<file path="config.mk">
export PLATFORM = sky130hd
export DESIGN_NAME = rv32i_mem_arbiter
export DESIGN_NICKNAME = d
export VERILOG_FILES = /design/src/rtl/rv32i_mem_arbiter_pkg.sv /design/src/rtl/rv32i_arb_pick.sv /design/src/rtl/rv32i_mem_arbiter.sv
export SDC_FILE = /design/constraint.sdc
export NUM_CORES = 1
export LEC_CHECK = 0
export ABC_AREA = 1
export BUFFER_PORTS_ARGS = -buffer_cell sky130_fd_sc_hd__buf_4
export CORE_ASPECT_RATIO = 1.5
export CORE_MARGIN = 1
export CORE_UTILIZATION = 42
export DETAILED_ROUTE_END_ITERATION = 12
export PLACE_DENSITY = 0.82
export SKIP_CTS_REPAIR_TIMING = 1
export SYNTH_ARGS = -nofsm -noshare
export SYNTH_HDL_FRONTEND = slang
export SYNTH_SLANG_ARGS = --single-unit
export TNS_END_PERCENT = 1
</file>
<file path="constraint.sdc">
create_clock -name clk -period 4.26 [get_ports clk]
set_clock_uncertainty 0.2 [all_clocks]
set_input_delay 0.213 -clock clk [delete_from_list [all_inputs] [get_ports clk]]
set_output_delay 0.213 -clock clk [all_outputs]
set_load 0.05 [all_outputs]
</file>
<file path="src/rtl/rv32i_mem_arbiter_pkg.sv">
// Shared encodings and bus widths for the IF/MEM memory arbiter.
package rv32i_mem_arbiter_pkg;
  localparam int INST_ADDR_BUS_W = 32;
  localparam int DATA_BUS_W      = 32;

  localparam logic [1:0] IDLE   = 2'd0;
  localparam logic [1:0] ACCESS = 2'd1;
  localparam logic [1:0] DONE   = 2'd2;

  localparam logic OWN_IF  = 1'b0;
  localparam logic OWN_MEM = 1'b1;
endpackage

</file>
<file path="src/rtl/rv32i_arb_pick.sv">
// Winner selection between IF and MEM with a saturating starvation counter
// that forces IF through after STARVE_LIMIT consecutive MEM wins.
module rv32i_arb_pick
  import rv32i_mem_arbiter_pkg::*;
#(
  parameter int STARVE_LIMIT = 4
) (
  input  logic clk,
  input  logic rst,
  input  logic arb_en,
  input  logic if_req,
  input  logic mem_req,
  output logic win_vld,
  output logic win_own
);
  localparam logic [3:0] LIMIT = 4'(STARVE_LIMIT);

  logic [3:0] starve_cnt;

  // MEM has priority unless IF has been passed over LIMIT times in a row
  always_comb begin
    win_vld = arb_en & (if_req | mem_req);
    win_own = OWN_IF;
    if (mem_req && !(if_req && starve_cnt == LIMIT)) win_own = OWN_MEM;
  end

  // count MEM wins that overtook a waiting fetch; an IF win clears it
  always_ff @(posedge clk or posedge rst) begin
    if (rst) starve_cnt <= '0;
    else if (win_vld) begin
      if (win_own == OWN_IF) starve_cnt <= '0;
      else if (if_req && starve_cnt != LIMIT) starve_cnt <= starve_cnt + 4'd1;
    end
  end
endmodule

</file>
<file path="src/rtl/rv32i_mem_arbiter.sv">
// Single-port memory bus shared between instruction fetch and load/store.
// IDLE/DONE arbitrate, ACCESS holds the latched request on the bus for
// WAIT_CYCLES cycles, DONE returns the sampled read data for one cycle.
module rv32i_mem_arbiter
  import rv32i_mem_arbiter_pkg::*;
#(
  parameter int ADDR_W       = INST_ADDR_BUS_W,
  parameter int DATA_W       = DATA_BUS_W,
  parameter int WAIT_CYCLES  = 1,
  parameter int STARVE_LIMIT = 4
) (
  input  logic              clk,
  input  logic              rst,
  input  logic              if_req,
  input  logic [ADDR_W-1:0] if_addr,
  output logic              if_gnt,
  output logic              if_rvalid,
  output logic [DATA_W-1:0] if_rdata,
  input  logic              mem_req,
  input  logic              mem_we,
  input  logic [3:0]        mem_mode,
  input  logic [ADDR_W-1:0] mem_addr,
  input  logic [DATA_W-1:0] mem_wdata,
  output logic              mem_gnt,
  output logic              mem_rvalid,
  output logic [DATA_W-1:0] mem_rdata,
  output logic              bus_ce,
  output logic              bus_we,
  output logic [3:0]        bus_mode,
  output logic [ADDR_W-1:0] bus_addr,
  output logic [DATA_W-1:0] bus_wdata,
  input  logic [DATA_W-1:0] bus_rdata,
  output logic              stall_if,
  output logic              stall_mem
);
  typedef struct packed {
    logic              we;
    logic [3:0]        mode;
    logic [ADDR_W-1:0] addr;
    logic [DATA_W-1:0] wdata;
  } bus_req_t;

  localparam logic [3:0] WAIT_LAST = 4'(WAIT_CYCLES - 1);

  logic [1:0] state;
  logic       owner;
  logic [3:0] wait_cnt;
  logic       arb_en, win_vld, win_own;
  bus_req_t   win_req;

  assign arb_en = (state == IDLE) || (state == DONE);

  rv32i_arb_pick #(.STARVE_LIMIT(STARVE_LIMIT)) u_pick (
    .clk     (clk),
    .rst     (rst),
    .arb_en  (arb_en),
    .if_req  (if_req),
    .mem_req (mem_req),
    .win_vld (win_vld),
    .win_own (win_own)
  );

  // winner's request fields; a fetch is always a full-word read
  always_comb begin
    win_req = '{we: 1'b0, mode: 4'hF, addr: if_addr, wdata: '0};
    if (win_own == OWN_MEM)
      win_req = '{we: mem_we, mode: mem_mode, addr: mem_addr, wdata: mem_wdata};
  end

  // main sequencer: bus fields, grant and completion pulses are all registered
  always_ff @(posedge clk or posedge rst) begin
    if (rst) begin
      state      <= IDLE;
      owner      <= OWN_IF;
      wait_cnt   <= '0;
      bus_ce     <= 1'b0;
      bus_we     <= 1'b0;
      bus_mode   <= '0;
      bus_addr   <= '0;
      bus_wdata  <= '0;
      if_gnt     <= 1'b0;
      mem_gnt    <= 1'b0;
      if_rvalid  <= 1'b0;
      mem_rvalid <= 1'b0;
      if_rdata   <= '0;
      mem_rdata  <= '0;
    end else begin
      if_gnt     <= 1'b0;
      mem_gnt    <= 1'b0;
      if_rvalid  <= 1'b0;
      mem_rvalid <= 1'b0;
      if_rdata   <= '0;
      mem_rdata  <= '0;
      case (state)
        IDLE, DONE: begin
          if (win_vld) begin
            state     <= ACCESS;
            owner     <= win_own;
            wait_cnt  <= WAIT_LAST;
            bus_ce    <= 1'b1;
            bus_we    <= win_req.we;
            bus_mode  <= win_req.mode;
            bus_addr  <= win_req.addr;
            bus_wdata <= win_req.wdata;
            if_gnt    <= (win_own == OWN_IF);
            mem_gnt   <= (win_own == OWN_MEM);
          end else begin
            state <= IDLE;
          end
        end
        ACCESS: begin
          if (wait_cnt == '0) begin
            state     <= DONE;
            bus_ce    <= 1'b0;
            bus_we    <= 1'b0;
            bus_mode  <= '0;
            bus_addr  <= '0;
            bus_wdata <= '0;
            if (owner == OWN_MEM) begin
              mem_rvalid <= 1'b1;
              mem_rdata  <= bus_we ? '0 : bus_rdata;
            end else begin
              if_rvalid <= 1'b1;
              if_rdata  <= bus_rdata;
            end
          end else begin
            wait_cnt <= wait_cnt - 4'd1;
          end
        end
        default: state <= IDLE;
      endcase
    end
  end

  assign stall_if  = if_req & ~if_rvalid;
  assign stall_mem = mem_req & ~mem_rvalid;
endmodule
</file>
==> flow_metrics.env <==
export IMPL_dp_slack_ns=0.9381
export IMPL_finalWeightedCongestion=0.7758
export IMPL_syn_instance_count=601
export IMPL_area_growth_pct=71.74
export IMPL_clkPwrFrac=0.203
export IMPL_tns_ns=0
export IMPL_gr_total_overflow=0
export IMPL_drt_vias_per_instance=5.032
export IMPL_timing_hold_ws_ns=0.1431
export IMPL_fin_ws_ns=0.7408
export IMPL_min_path_type="in2reg"
export IMPL_syn_avg_cell_area_um2=9.577
export IMPL_num_rows=52
export IMPL_hold_viol_final=0
export IMPL_hold_start="if_req"
export IMPL_yosys_warnings=0
export IMPL_wl_mm=19.67
export IMPL_irDropWorstVdd_mv=0.3823
export IMPL_grt_pass1_vias=5298
export IMPL_wire_per_inst_um=16.75
export IMPL_synth_seq_cells=149
export IMPL_syn_cell_area_um2=5756
export IMPL_r2r_start="u_pick.starve_cnt[0]"
export IMPL_final_max_slew_viol_count=0
export IMPL_final_util=0.7375
export IMPL_ys_seq_area_frac=0.6478
export IMPL_status="finished, final reports clean"
export IMPL_required_ns=4.41
export IMPL_antenna_found_initial=0
export IMPL_dp_final_hpwl_mm=11.22
export IMPL_p_sw_frac=0.4705
export IMPL_num_antenna_cells=0
export IMPL_grt_usage=0.2314
export IMPL_reg2reg_depth=7
export IMPL_dieWidth_um=97.58
export IMPL_synth_nets=741
export IMPL_p_int_mw=4.063
export IMPL_core_um2=13400
export IMPL_leakagePower_nw=5.394
export IMPL_whs_endpoint="u_pick.starve_cnt[3]"
export IMPL_critPathLaunchType="flop"
export IMPL_nFillCells=881
export IMPL_cts_buffers=17
export IMPL_synth_cell_types=20
export IMPL_grt_pass1_wl_mm=25.90
export IMPL_slew_headroom=0.2312
export IMPL_power_share_combinational=0.512
export IMPL_cap_viol_max_count=0
export IMPL_dr_first_iter_drc_count=276
export IMPL_crit_type="reg2reg"
export IMPL_clk_latency_ns=0.41
export IMPL_power_density_nw_per_um2=776.2
export IMPL_rsz0062_at_grt="false"
export IMPL_start_util=0.4294
export IMPL_path_clk_slew_ns=0.07
export IMPL_p_seq_frac=0.284
export IMPL_cts_root_buf="clkbuf_16"
export IMPL_crit_start="u_pick.starve_cnt[0]"
export IMPL_final_nets=1139
export IMPL_crit_fanout=37
export IMPL_arrival_ns=3.67
export IMPL_p_sw_mw=3.610
export IMPL_fp_dieArea_um2=14190
export IMPL_cts_tree="done"
export IMPL_clockBufferDepth=2
export IMPL_ios=277
export IMPL_fin_crit_sh=0.8261
export IMPL_r2r_slack_ns=0.74
export IMPL_period_needed_ns=3.519
export IMPL_worst_pin_slew_ns=1.150
export IMPL_place_area_um2=7928
export IMPL_cts_sink_count=149
export IMPL_ant_nets=0
export IMPL_final_area_um2=9884
export IMPL_grt_max_degree=103
export IMPL_hold_depth=5
export IMPL_ctsHtreeMaxLevel=4
export IMPL_via_count=5907
export IMPL_setup_viol=0
export IMPL_die_h_um=145.4
export IMPL_cp_end_kind="flop"
export IMPL_drive_above_1_share=0.3221
export IMPL_dr_pass1_iters=5
export IMPL_drc_errors=0
export IMPL_clock_fmax_ghz=0.2842
export IMPL_port_buffers=276
export IMPL_timing_rr_end="bus_addr[21]"
synth_stat cells:
master	count	area, um^2
nor2_1	72	270.3
clkbuf_1	12	45.04
inv_1	47	176.4
ha_1	3	37.54
nand2_1	130	488.0
nand2_2	1	6.260
nor2_2	4	25.02
nand4_2	1	12.51
inv_2	3	11.26
nor2_4	1	11.26
o21ai_0	4	20.02
xor2_1	2	17.52
nand4_1	33	206.5
nand3_2	1	10.01
nand3_1	111	555.5
nor3_1	1	5.000
buf_2	24	120.1
buf_1	1	3.750
a21oi_1	1	5.000
dfrtp_1	149	3729
worst max-delay path: stages (launching register included):
cell	delay, ns
dfrtp_1	0.43
inv_1	0.11
ha_1	0.18
nand4_2	0.72
nand2_2	0.94
nand3_1	0.20
nand3_1	0.13
dlygate4sd3_1	0.55
cell type report:
| type | instances | area [um^2] | area share |
|---|---|---|---|
| flip-flops and latches | 149 | 3729 | 0.3772 |
| multi-input cells | 365 | 1675 | 0.1695 |
| repair buffers | 416 | 3471 | 0.3511 |
| clock inverters | 14 | 176.4 | 0.01785 |
| well taps | 162 | 202.7 | 0.02051 |
| inverters | 50 | 191.4 | 0.01937 |
| clock buffers | 18 | 439.2 | 0.04443 |
layout by cell type (no fill, tap or decap), drive strengths merged, types with 2 or more instances in the layout:
| cell | n |
|---|---|
| bufinv | 2 |
| inv | 59 |
| nand4 | 34 |
| nand3 | 112 |
| dlygate4sd3 | 134 |
| clkbuf | 18 |
| o21ai | 4 |
| clkinvlp | 2 |
| xor2 | 2 |
| buf | 282 |
| nor2 | 77 |
| dfrtp | 149 |
| ha | 3 |
| nand2 | 131 |
metrics by stage:
step           instances  power [mW]
6_report            1174       7.673
3_5_place_dp        1008       5.737
3_3_place_gp        1008       5.667
4_1_cts             1040       7.312
5_1_grt             1174       8.011
2_1_floorplan        601       4.603
logic make-up (layout without fill, tap and decap cells):
group	count (synthesis)	after routing	synth area share
AO/OA/AOI/OAI	5	5	0.004347
XOR/XNOR	2	2	0.003044
adder cells (fa/ha/maj)	3	3	0.006522
buffers and inverters	87	498	0.06196
flip-flops	149	149	0.6478
AND/OR/NAND/NOR	355	355	0.2763
layer usage:
| layer | GRT usage | vias up | share of wire |
|---|---|---|---|
| met1 | 0.2554 | 2845 | 0.36 |
| met5 | 0 | - | 0 |
| met4 | 0.09779 | 0 | 0.029 |
| met3 | 0.06196 | 55 | 0.063 |
| met2 | 0.4154 | 276 | 0.55 |
| li1 | - | 2731 | - |
worst max path at each step:
| stage | endpoint | slack (ns) |
|---|---|---|
| 5_1_grt | bus_addr[1] | 0.50 |
| 3_3_place_gp | mem_rdata[25] | 1.10 |
| 3_5_place_dp | mem_rdata[24] | 0.94 |
| 2_1_floorplan | bus_addr[0] | 1.97 |
| 6_report | bus_addr[21] | 0.74 |
| 4_1_cts | mem_rdata[24] | 0.93 |
power by group through the flow:
| stage | Clock [mW] | Combinational, mW | Sequential, mW |
|---|---|---|---|
| 2_1_floorplan | 0 | 0.946 | 3.66 |
| 3_3_place_gp | 0 | 3.50 | 2.16 |
| 3_5_place_dp | 0 | 3.55 | 2.18 |
| 4_1_cts | 1.58 | 3.57 | 2.17 |
| 5_1_grt | 1.64 | 4.14 | 2.23 |
| 6_report | 1.56 | 3.93 | 2.18 |
sequential cells by signal, summed over array words and instances, names as in the netlist:
signal             flops
bus_mode               4
bus_addr              32
bus_wdata             32
mem_gnt                1
mem_rdata             32
if_rvalid              1
mem_rvalid             1
bus_ce                 1
if_gnt                 1
wait_cnt               4
u_pick.starve_cnt      4
if_rdata              32
bus_we                 1
state                  2
owner                  1
No activity file was read; power rests on OpenSTA's default activity.
